$ cat src/rtl/rpm_sched_pkg.sv
// Shared types and helpers for the RPM round-robin scheduler.
// Latency: n/a (types, constants and a pure function only).
// Backpressure: n/a.
package rpm_sched_pkg;

    // Service FSM: grant in IDLE, reload target in LOAD, slew cur in STEP.
    typedef enum logic [1:0] {
        IDLE = 2'd0,
        LOAD = 2'd1,
        STEP = 2'd2
    } state_e;

    localparam int RPM_MAX_DEF   = 12000;
    localparam int SLEW_STEP_DEF = 500;

    // Saturating mix: dir - alt clamped to [0, max]. Callers pass dir/alt
    // already sign-extended to 32 bits. The difference of two RPM_W-bit
    // signed words always fits in RPM_W+1 bits, so 32 bits cannot overflow.
    function automatic logic [31:0] sat_mix(input logic signed [31:0] dir,
                                             input logic signed [31:0] alt,
                                             input int                 max);
        logic signed [31:0] diff;
        diff = dir - alt;
        if (diff < 0) begin
            return 32'd0;
        end else if (diff > max) begin
            return 32'(max);
        end
        return 32'(diff);
    endfunction

endpackage

$ cat src/rtl/rpm_mix_slew.sv
// Shared combinational datapath: saturated target mix and one bounded slew step.
// Latency: 0 cycles (purely combinational).
// Backpressure: none; the scheduler decides when the results are written.
module rpm_mix_slew
    import rpm_sched_pkg::*;
#(
    parameter int RPM_W     = 16,
    parameter int RPM_MAX   = RPM_MAX_DEF,
    parameter int SLEW_STEP = SLEW_STEP_DEF
) (
    input  logic [RPM_W-1:0] dir_i,
    input  logic [RPM_W-1:0] alt_i,
    input  logic [RPM_W-1:0] tgt_i,
    input  logic [RPM_W-1:0] cur_i,
    output logic [RPM_W-1:0] tgt_o,
    output logic [RPM_W-1:0] cur_o
);

    localparam logic [RPM_W-1:0] STEP_MAX = RPM_W'(SLEW_STEP);

    logic signed [31:0] dir_s;
    logic signed [31:0] alt_s;
    logic [RPM_W-1:0]   gap;

    // Mix the buffered command into a target and move cur toward tgt by at most one step.
    always_comb begin
        dir_s = {{(32-RPM_W){dir_i[RPM_W-1]}}, dir_i};
        alt_s = {{(32-RPM_W){alt_i[RPM_W-1]}}, alt_i};
        tgt_o = RPM_W'(sat_mix(dir_s, alt_s, RPM_MAX));
        gap   = '0;
        cur_o = cur_i;
        if (tgt_i >= cur_i) begin
            gap   = tgt_i - cur_i;
            cur_o = cur_i + ((gap > STEP_MAX) ? STEP_MAX : gap);
        end else begin
            gap   = cur_i - tgt_i;
            cur_o = cur_i - ((gap > STEP_MAX) ? STEP_MAX : gap);
        end
    end

endmodule

$ cat src/rtl/rpm_sched.sv
// Round-robin scheduler sharing one mix/slew datapath across N_MOTOR motors.
// Latency: command accept to motor_rpm/rpm_upd update is 3 cycles; one service per 3 cycles.
// Backpressure: cmd_ready drops while the addressed motor's slot is full or while disarmed.
module rpm_sched
    import rpm_sched_pkg::*;
#(
    parameter int N_MOTOR   = 4,
    parameter int RPM_W     = 16,
    parameter int RPM_MAX   = RPM_MAX_DEF,
    parameter int SLEW_STEP = SLEW_STEP_DEF
) (
    input  logic                       clk,
    input  logic                       reset,
    input  logic                       arm,
    input  logic                       cmd_valid,
    output logic                       cmd_ready,
    input  logic [$clog2(N_MOTOR)-1:0] cmd_motor,
    input  logic [RPM_W-1:0]           cmd_dir,
    input  logic [RPM_W-1:0]           cmd_alt,
    output logic [N_MOTOR*RPM_W-1:0]   motor_rpm,
    output logic [N_MOTOR-1:0]         rpm_upd,
    output logic                       busy
);

    localparam int IDX_W = $clog2(N_MOTOR);

    state_e             state_q;
    logic [IDX_W-1:0]   g_q;
    logic [IDX_W-1:0]   last_grant_q;
    logic [N_MOTOR-1:0] slot_full_q;
    logic [N_MOTOR-1:0] rpm_upd_q;
    logic [RPM_W-1:0]   dir_q [N_MOTOR];
    logic [RPM_W-1:0]   alt_q [N_MOTOR];
    logic [RPM_W-1:0]   tgt_q [N_MOTOR];
    logic [RPM_W-1:0]   cur_q [N_MOTOR];

    logic [N_MOTOR-1:0] elig;
    logic               any_elig;
    logic [IDX_W-1:0]   win;
    logic [IDX_W-1:0]   cand;
    logic               sel_full;
    logic               motor_ok;
    logic [RPM_W-1:0]   tgt_d;
    logic [RPM_W-1:0]   cur_d;

    // Ready when the addressed motor exists, its slot is empty and we are armed.
    always_comb begin
        sel_full = 1'b0;
        motor_ok = 1'b0;
        for (int m = 0; m < N_MOTOR; m++) begin
            if (cmd_motor == IDX_W'(m)) begin
                motor_ok = 1'b1;
                sel_full = slot_full_q[m];
            end
        end
        cmd_ready = arm && motor_ok && !sel_full;
    end

    // A motor needs service if it has a new command or has not reached its target.
    always_comb begin
        elig = '0;
        for (int m = 0; m < N_MOTOR; m++) begin
            elig[m] = slot_full_q[m] || (cur_q[m] != tgt_q[m]);
        end
    end

    // Round-robin pick: first eligible motor after the last grant, wrapping.
    always_comb begin
        any_elig = 1'b0;
        win      = '0;
        cand     = '0;
        for (int k = 1; k <= N_MOTOR; k++) begin
            cand = IDX_W'((int'(last_grant_q) + k) % N_MOTOR);
            if (!any_elig && elig[cand]) begin
                any_elig = 1'b1;
                win      = cand;
            end
        end
    end

    rpm_mix_slew #(
        .RPM_W     (RPM_W),
        .RPM_MAX   (RPM_MAX),
        .SLEW_STEP (SLEW_STEP)
    ) u_mix_slew (
        .dir_i (dir_q[g_q]),
        .alt_i (alt_q[g_q]),
        .tgt_i (tgt_q[g_q]),
        .cur_i (cur_q[g_q]),
        .tgt_o (tgt_d),
        .cur_o (cur_d)
    );

    // Service FSM plus command capture; disarm overrides targets and slots last.
    always_ff @(posedge clk) begin
        if (reset) begin
            state_q      <= IDLE;
            g_q          <= '0;
            last_grant_q <= IDX_W'(N_MOTOR - 1);
            slot_full_q  <= '0;
            rpm_upd_q    <= '0;
            for (int m = 0; m < N_MOTOR; m++) begin
                dir_q[m] <= '0;
                alt_q[m] <= '0;
                tgt_q[m] <= '0;
                cur_q[m] <= '0;
            end
        end else begin
            rpm_upd_q <= '0;
            case (state_q)
                IDLE: begin
                    if (any_elig) begin
                        g_q          <= win;
                        last_grant_q <= win;
                        state_q      <= LOAD;
                    end
                end
                LOAD: begin
                    if (slot_full_q[g_q]) begin
                        tgt_q[g_q]       <= tgt_d;
                        slot_full_q[g_q] <= 1'b0;
                    end
                    state_q <= STEP;
                end
                STEP: begin
                    cur_q[g_q]     <= cur_d;
                    rpm_upd_q[g_q] <= 1'b1;
                    state_q        <= IDLE;
                end
                default: state_q <= IDLE;
            endcase
            // A slot being loaded is still full, so this never collides with LOAD's clear.
            if (cmd_valid && cmd_ready) begin
                slot_full_q[cmd_motor] <= 1'b1;
                dir_q[cmd_motor]       <= cmd_dir;
                alt_q[cmd_motor]       <= cmd_alt;
            end
            if (!arm) begin
                slot_full_q <= '0;
                for (int m = 0; m < N_MOTOR; m++) begin
                    tgt_q[m] <= '0;
                end
            end
        end
    end

    // Flatten current RPMs onto the output bus.
    always_comb begin
        motor_rpm = '0;
        for (int m = 0; m < N_MOTOR; m++) begin
            motor_rpm[m*RPM_W +: RPM_W] = cur_q[m];
        end
    end

    assign rpm_upd = rpm_upd_q;
    assign busy    = (state_q != IDLE);

endmodule

$ cat config.mk
export PLATFORM = sky130hd
export DESIGN_NAME = rpm_sched
export DESIGN_NICKNAME = d
export VERILOG_FILES = /design/src/rtl/rpm_sched_pkg.sv /design/src/rtl/rpm_mix_slew.sv /design/src/rtl/rpm_sched.sv
export SDC_FILE = /design/constraint.sdc
export NUM_CORES = 1
export LEC_CHECK = 0
export ABC_AREA = 1
export CORE_UTILIZATION = 31
export CTS_BUF_LIST = sky130_fd_sc_hd__clkbuf_16
export DETAILED_ROUTE_END_ITERATION = 8
export PLACE_DENSITY = 0.48
export REMOVE_ABC_BUFFERS = 1
export SETUP_SLACK_MARGIN = 0.1
export SKIP_CTS_REPAIR_TIMING = 1
export SLEW_MARGIN = 20
export SYNTH_ARGS = -nofsm -noshare
export SYNTH_HDL_FRONTEND = slang
export SYNTH_HIERARCHICAL = 1
export SYNTH_SLANG_ARGS = --single-unit
$ cat constraint.sdc
create_clock -name clk -period 9.12 [get_ports clk]
set_input_delay 0.912 -clock clk [delete_from_list [all_inputs] [get_ports clk]]
set_output_delay 0.912 -clock clk [all_outputs]
set_load 0.005 [all_outputs]
Yosys cells after proc, flatten, opt, wreduce, memory -nomap -nowiden
Memory sizes are Yosys's and may differ from the RTL's. A register that Yosys moved wholly into a read port is not among the register bits.
Cells that the tools add are included.

word-level totals
  input bits = 38
  logic and storage cells = 175
  output and inout bits = 70
  latch bits = 0
  memories kept = 4
  bits in read-only memories = 0
  memory bits (writable) = 256
  register bits after elaboration = 14

cells by class
  shift-type cells = 0
  equal/unequal tests = 14
  div/mod/pow operators = 0
  bitwise logic cells = 21
  $add $sub $neg = 9
  muxes and demuxes = 83
  multiply operators = 0
  reduce and logical (&&, ||, !) cells = 26
  $lt $le $gt $ge = 13

memories
  name   depth  bits a word  rd ports  clocked after memory_dff  wr ports  RTL line         source
  alt_q  4      16           1         1                         4         rpm_sched.sv:33  logic [RPM_W-1:0] alt_q [N_MOTOR];
  cur_q  4      16           5         1                         4         rpm_sched.sv:35  logic [RPM_W-1:0] cur_q [N_MOTOR];
  dir_q  4      16           1         1                         4         rpm_sched.sv:32  logic [RPM_W-1:0] dir_q [N_MOTOR];
  tgt_q  4      16           5         1                         4         rpm_sched.sv:34  logic [RPM_W-1:0] tgt_q [N_MOTOR];

operators with widths
  operator                count
  $mux W16                14
  $ne A16 B16 Y1          4
  $reduce_or A16 Y1       4
  $sub A16 B16 Y16        3
  $mux W1                 40
  $mux W2                 17
  $gt A16 B9 Y1 const B   2
  $lt A2 B3 Y1 const B    6
  $gt A17 B15 Y1 const B  1
  $lt A17 B1 Y1 const B   1
  $sub A16 B16 Y17        1
  $add A16 B16 Y16        1
  $ge A16 B16 Y1          1
  $mux W4                 4
  $eq A2 B2 Y1 const B    7
  $bmux W1 S2             5
  $and A1 B1 Y1           8
  $logic_and A1 B1 Y1     8
  $not A1 Y1              6
  $add A2 B1 Y2 const B   2
  $add A2 B2 Y2 const B   2
  $and A4 B4 Y4           1
  $demux W1 S2            2
  $eq A2 B1 Y1 const B    2
  other kinds (12)        24

Logic depth before layout (Yosys ltp)
Gate-level depths: netlist of run 1.
An unclocked memory read counts as a cell.

  depth in word-level cells = 18
  mapped depth = 48

Modules after synthesis
The synthesis of run 1 kept the hierarchy.

by module, submodules not included
  module        instances  area each (µm²)  cells an instance
  rpm_sched     1          12926.1          1410
  rpm_mix_slew  1          4146.5           757

Worst setup path before layout of run 1
OpenSTA, ideal clock, no wires.

  path kind = register to register
  from = register with a tool-made name
  to = memory cur_q[1][14] (data pin)
  cell stages (with the launch flop) = 44
  clock period less this slack = 5.936 ns
  path slack = 3.184 ns
  required time = 8.854 ns
  arrival time = 5.670 ns
  cell sequence = dfxtp_1 > inv_1 > clkbuf_1 > clkbuf_1 > clkbuf_1 > a21oi_1 > a21oi_1 > inv_1 > ha_1 > fa_1 > inv_1 > nand3_1 > nand2_1 > nand3_1 > nand4_1 > nand2_1 > nor2_1 > nand2_1 > [... 8 more ...] > ha_1 > nand2_1 > o21ai_0 > nand2_1 > nand2_1 > a21oi_1 > o21ai_0 > a21boi_0 > o21ai_0 > nand2_1 > inv_1 > o21ai_0 > nand3_1 > nand2_1 > inv_1 > nor2_1 > inv_1 > nor2_1

RTL lines
  what       RTL line
  to (decl)  rpm_sched.sv:35

==> results of run 1 <==
[stage by stage]
step	setup TNS [ps]	setup slack, ps
floorplan	-193	-100
finish	0	1630
global route	0	957
detailed placement	0	1680
CTS	0	1670
global placement	0	1670
[worst max path at each step]
stage,startpoint,end,slack [ps],depth (start not counted)
global placement,flop,cur_q[1][11],1670,36
CTS,flop,cur_q[1][11],1670,38
global route,flop,cur_q[1][14],960,42
finish,flop,cur_q[1][11],1630,28
detailed placement,flop,cur_q[1][11],1680,38
floorplan,flop,cur_q[2][14],-100,41
[cells by family after synthesis]
logic type,Yosys count,share of synthesized area
buffers and inverters,416,0.0942
adder cells (fa/ha/maj),70,0.0531
AO/OA/AOI/OAI,357,0.114
flip-flops,272,0.469
AND/OR/NAND/NOR,993,0.240
other,1,0.000220
XOR/XNOR,58,0.0302
[layer usage]
layer / GRT usage / wire, um / vias to the layer above
met5: 0 / 0 / -
met4: 0.0498 / 1160 / 0
met3: 0.0174 / 1920 / 66
met2: 0.362 / 28300 / 299
met1: 0.241 / 23900 / 6893
li1: - / - / 7187
[critical path: cells and delay by family, from the launching register on]
kind | cells | cell delay [ps]
fa+ha+maj | 2 | 730
buf+inv | 6 | 1570
compound gates | 9 | 2540
flops | 1 | 610
simple gates | 11 | 1740
[power groups by stage]
stage	registers, uW	clock network [uW]	logic [uW]
2_1_floorplan	1540	0	2730
3_3_place_gp	1550	0	3930
3_5_place_dp	1550	0	3920
4_1_cts	1530	1130	3940
5_1_grt	1530	1160	4410
6_report	1520	1100	3920
[flip-flops by register name, summed over array words and instances (netlist names), named ones only]
name / count
tgt_q: 64
slot_full_q: 4
cur_q: 64
state_q: 2
alt_q: 64
last_grant_q: 2
g_q: 2
rpm_upd: 4
dir_q: 64
[layout by cell type (no fill, tap or decap), drive strengths merged, types with 48 or more instances in the layout]
cell type      Yosys  final
a21oi            117    117
clkdlybuf4s50      0    107
edfxtp           256    256
ha                66     66
inv              337    344
nand2            426    426
nand3             75     75
nor2             444    444
o21ai            163    163
o22ai             48     48
[cell type report]
class	instances	area (um2)	area share
flip-flops and latches	272	8010	0.407
multi-input cells	1480	7470	0.379
inverters	343	1290	0.0655
repair buffers	123	1190	0.0604
well taps	696	871	0.0442
clock buffers	30	751	0.0381
clock inverters	25	119	0.00603
[Yosys cell counts (7+ instances only)]
cell | n | share of area
nand4_1 | 26 | 0.0095
inv_2 | 9 | 0.0020
o21ai_0 | 156 | 0.046
nand2_1 | 407 | 0.089
xnor2_1 | 28 | 0.014
nand3_2 | 8 | 0.0047
dfxtp_1 | 16 | 0.019
nor3_1 | 10 | 0.0029
a21oi_1 | 116 | 0.034
edfxtp_1 | 256 | 0.45
ha_1 | 66 | 0.048
nor2_2 | 14 | 0.0051
inv_1 | 328 | 0.072
clkbuf_1 | 55 | 0.012
xor2_1 | 29 | 0.015
o22ai_1 | 48 | 0.018
nand3_1 | 67 | 0.020
buf_4 | 7 | 0.0031
buf_2 | 9 | 0.0026
nand2_2 | 19 | 0.0070
nor2_1 | 427 | 0.094
a31oi_1 | 7 | 0.0026
==> impl_metrics.env, run 1 <==
export IMPL_finalCriticalPeriod_ps=7490
export IMPL_clkSinkCount=272
export IMPL_start_util=0.315
export IMPL_place_area_um2=18800
export IMPL_core_um2=54100
export IMPL_synth_edf_count=256
export IMPL_worst_setup_path_end_kind="flop"
export IMPL_post_dp_hpwl_um=40000
export IMPL_gr_total_overflow=0
export IMPL_grt_antenna_before_repair=0
export IMPL_stdcell_area_um2=19700
export IMPL_r2r_cells=28
export IMPL_clk_pin_slew_ps=60
export IMPL_ios=108
export IMPL_via_per_inst=4.87
export IMPL_hold_slack_ps=533
export IMPL_cts_buffers=30
export IMPL_antenna_cells=0
export IMPL_clock_latency_ps=570
export IMPL_drive_gt1_frac=0.0554
export IMPL_fin_util=0.364
export IMPL_worst_slew_pin_slew_ps=1090
export IMPL_yosysWarnings=6
export IMPL_hold_path_class="reg -> reg"
export IMPL_seq_power_share=0.233
export IMPL_io_buffers=107
export IMPL_synth_cell_area_um2=17100
export IMPL_cp_start_kind="flop"
export IMPL_p_sw_uw=3310
export IMPL_critPathKind="reg -> reg"
export IMPL_p_leak_uw=0.00860
export IMPL_fin_cells=2969
export IMPL_synth_ff_type="edfxtp_1"
export IMPL_syn_to_final_growth_pct=15.4
export IMPL_synth_cell_types=46
export IMPL_avgRoutedWirePerCell_um=18.6
export IMPL_internal_power_uw=3240
export IMPL_status="finished, final reports clean"
export IMPL_syn_area_per_cell_um2=7.88
export IMPL_fp_row_count=85
export IMPL_first_pass_iters=5
export IMPL_vias=14445
export IMPL_worst_path_max_delay_cell="buf_4"
export IMPL_power_share_clock=0.168
export IMPL_cp_max_fo=75
export IMPL_maxCapViolCount=0
export IMPL_clock_fmax_ghz=0.134
export IMPL_grt_pass1_wl_um=83900
export IMPL_r2r_slack_ps=1630
export IMPL_r2r_end="cur_q[1][11]"
export IMPL_final_nets=2358
export IMPL_min_from="g_q[0]"
export IMPL_finClkSkew_ps=11.2
export IMPL_power_density_nw_per_um2=332
export IMPL_ys_seq_elements=272
export IMPL_power_uw=6550
export IMPL_numPlacedInstances=2914
export IMPL_n_fill_cell=5673
export IMPL_arrival_ps=7890
export IMPL_relSlewSlack=0.274
export IMPL_hold_viol=0
export IMPL_rsz0062_at_grt="false"
export IMPL_die_x_um=237
export IMPL_cts_tree="done"
export IMPL_synthArstFlopShare=0
export IMPL_clockRootBuffer="clkbuf_16"
export IMPL_drtIter0Drc=876
export IMPL_drv_slew=0
export IMPL_cts_max_path_buffers=3
export IMPL_grt_max_degree=84
export IMPL_drcViolationCount=0
export IMPL_die_area_um2=56000
export IMPL_chipHeight_um=237
export IMPL_first_global_vias=14253
export IMPL_h_tree_depth=1
export IMPL_setup_viol=0
export IMPL_combPwrFrac=0.599
export IMPL_antenna_left=0
export IMPL_hold_end="g_q[0]"
export IMPL_min_period_over_period=0.821
export IMPL_postSynthCellCount=2167
export IMPL_ir_worst_vdd_uv=142
export IMPL_gp_congestion=0.911
export IMPL_required_ps=9520
export IMPL_crit_path_max_incr_delay_ps=660
export IMPL_min_path_cells=2
export IMPL_ys_seq_area_frac=0.469
export IMPL_wl_um=55200
export IMPL_grt_usage=0.195
export IMPL_swShare=0.506
(Power assumes the default switching activity.)
==> inputs of run 2 (changes only) <==
Clock period 9.12 ns to 7.5 ns, I/O delays scaled along.
==> run 2 against run 1 <==
  * Combinational power up 27%
  * Non-clock buffer count up 26
  * Largest power group unchanged
  * First-iteration DRC count up 2.1%
  * Global-route usage up 0.27 points
  * Clock skew up 12 ps
  * Fmax up 11%
  * Critical endpoint is now cur_q[1][14]
  * Routed wire length up 0.87%
  * Cell count up 0.84%
  * Power up 25%
  * Register-to-register slack worse by 910 ps
  * Hold slack worse by 6.0 ps
  * Count of clock-buffer cells in the layout up 1
==> impl_metrics.env, run 2 (synthesis gave the netlist of run 1 again) <==
export IMPL_clockRootBuffer="clkbuf_16"
export IMPL_cp_start_kind="flop"
export IMPL_clkSinkCount=272
export IMPL_via_per_inst=4.81
export IMPL_antenna_cells=0
export IMPL_drv_slew=0
export IMPL_clock_latency_ps=570
export IMPL_r2r_cells=45
export IMPL_min_from="g_q[0]"
export IMPL_ios=108
export IMPL_first_pass_iters=5
export IMPL_die_x_um=237
export IMPL_arrival_ps=7060
export IMPL_drive_gt1_frac=0.0661
export IMPL_clock_fmax_ghz=0.148
export IMPL_ir_worst_vdd_uv=199
export IMPL_crit_path_max_incr_delay_ps=430
export IMPL_die_area_um2=56000
export IMPL_numPlacedInstances=2939
export IMPL_cts_tree="done"
export IMPL_required_ps=7790
export IMPL_setup_viol=0
export IMPL_post_dp_hpwl_um=41000
export IMPL_wl_um=55700
export IMPL_grt_antenna_before_repair=0
export IMPL_fin_cells=2994
export IMPL_hold_end="g_q[0]"
export IMPL_finClkSkew_ps=23.3
export IMPL_clk_pin_slew_ps=60
export IMPL_drtIter0Drc=894
export IMPL_worst_path_max_delay_cell="ha_1"
export IMPL_path_common_cell="nand2_1"
export IMPL_gp_congestion=0.918
export IMPL_rsz0062_at_grt="false"
export IMPL_hold_slack_ps=527
export IMPL_worst_slew_pin_slew_ps=984
export IMPL_min_period_over_period=0.903
export IMPL_r2r_slack_ps=730
export IMPL_hold_viol=0
export IMPL_maxCapViolCount=0
export IMPL_antenna_left=0
export IMPL_avgRoutedWirePerCell_um=18.6
export IMPL_fp_row_count=85
export IMPL_syn_to_final_growth_pct=17.1
export IMPL_critPathKind="reg -> reg"
export IMPL_worst_slack_ps=728
export IMPL_finalCriticalPeriod_ps=6770
export IMPL_worst_setup_path_end_kind="flop"
export IMPL_grt_usage=0.198
export IMPL_power_density_nw_per_um2=411
export IMPL_power_uw=8210
export IMPL_core_um2=54100
export IMPL_grt_max_degree=58
export IMPL_gr_total_overflow=0
export IMPL_layout_commonest_cell="nor2_1"
export IMPL_min_path_cells=2
export IMPL_final_nets=2384
export IMPL_cp_max_fo=37
export IMPL_drcViolationCount=0
export IMPL_cts_max_path_buffers=3
export IMPL_io_buffers=107
export IMPL_p_leak_uw=0.00876
export IMPL_cts_buffers=30
export IMPL_start_util=0.315
export IMPL_pre_cts_ws_ps=505
export IMPL_r2r_end="cur_q[1][14]"
export IMPL_vias=14410
export IMPL_hold_path_class="reg -> reg"
export IMPL_status="finished, final reports clean"
export IMPL_relSlewSlack=0.342
export IMPL_layout_common_cells="426 x nor2_1, 406 x nand2_1, 334 x inv_1"
export IMPL_chipHeight_um=237
export IMPL_first_global_vias=14334
export IMPL_h_tree_depth=1
export IMPL_grt_pass1_wl_um=84400
## run 2: worst max-delay path: cells and delay by family, from the launching register on
family                     cells  cell delay, ps
and+or+nand+nor               20            2060
AOI/OAI and AO/OA             11            1700
buffers and inverters         11            1340
adders and majority gates      3             990
DFF                            1             400
## run 2: final cells by class
class | count | area, um2
flip-flops and latches | 272 | 8010
clock buffers | 31 | 776
well taps | 696 | 871
fillers | 5607 | 34100
inverters | 343 | 1290
clock inverters | 23 | 150
repair buffers | 149 | 1420
multi-input cells | 1480 | 7480
## run 2: where the power goes
part | total [uW] | leakage, uW | switching, uW | internal, uW
registers | 1840 | 0.00282 | 82.2 | 1760
logic | 4970 | 0.00547 | 3390 | 1570
clock network | 1400 | 0.000474 | 597 | 807
## run 2: through the flow
step	area (um2)	setup TNS, ps	utilization
global placement	19000	0	0.352
floorplan	16800	-65350	-
global route	20000	0	0.369
CTS	20000	0	0.369
detailed placement	19100	0	0.352
finish	20000	0	0.369
## run 2: per-layer routing
layer / up-vias / wire length [um] / global-route usage / share of wire
li1: 7238 / - / - / -
met1: 6791 / 23300 / 0.237 / 0.42
met2: 295 / 28400 / 0.366 / 0.51
met3: 86 / 2290 / 0.0227 / 0.041
met4: 0 / 1650 / 0.0643 / 0.030
met5: - / 0 / 0 / 0
## run 2: worst max path at each step
stage / from / to / slack [ps]
after global routing: flop / cur_q[1][14] / 170
after CTS: flop / cur_q[1][14] / 490
after detailed placement: flop / cur_q[1][14] / 510
after global placement: flop / cur_q[1][14] / 440
final: flop / cur_q[1][14] / 730
after floorplan: flop / cur_q[2][14] / -1720
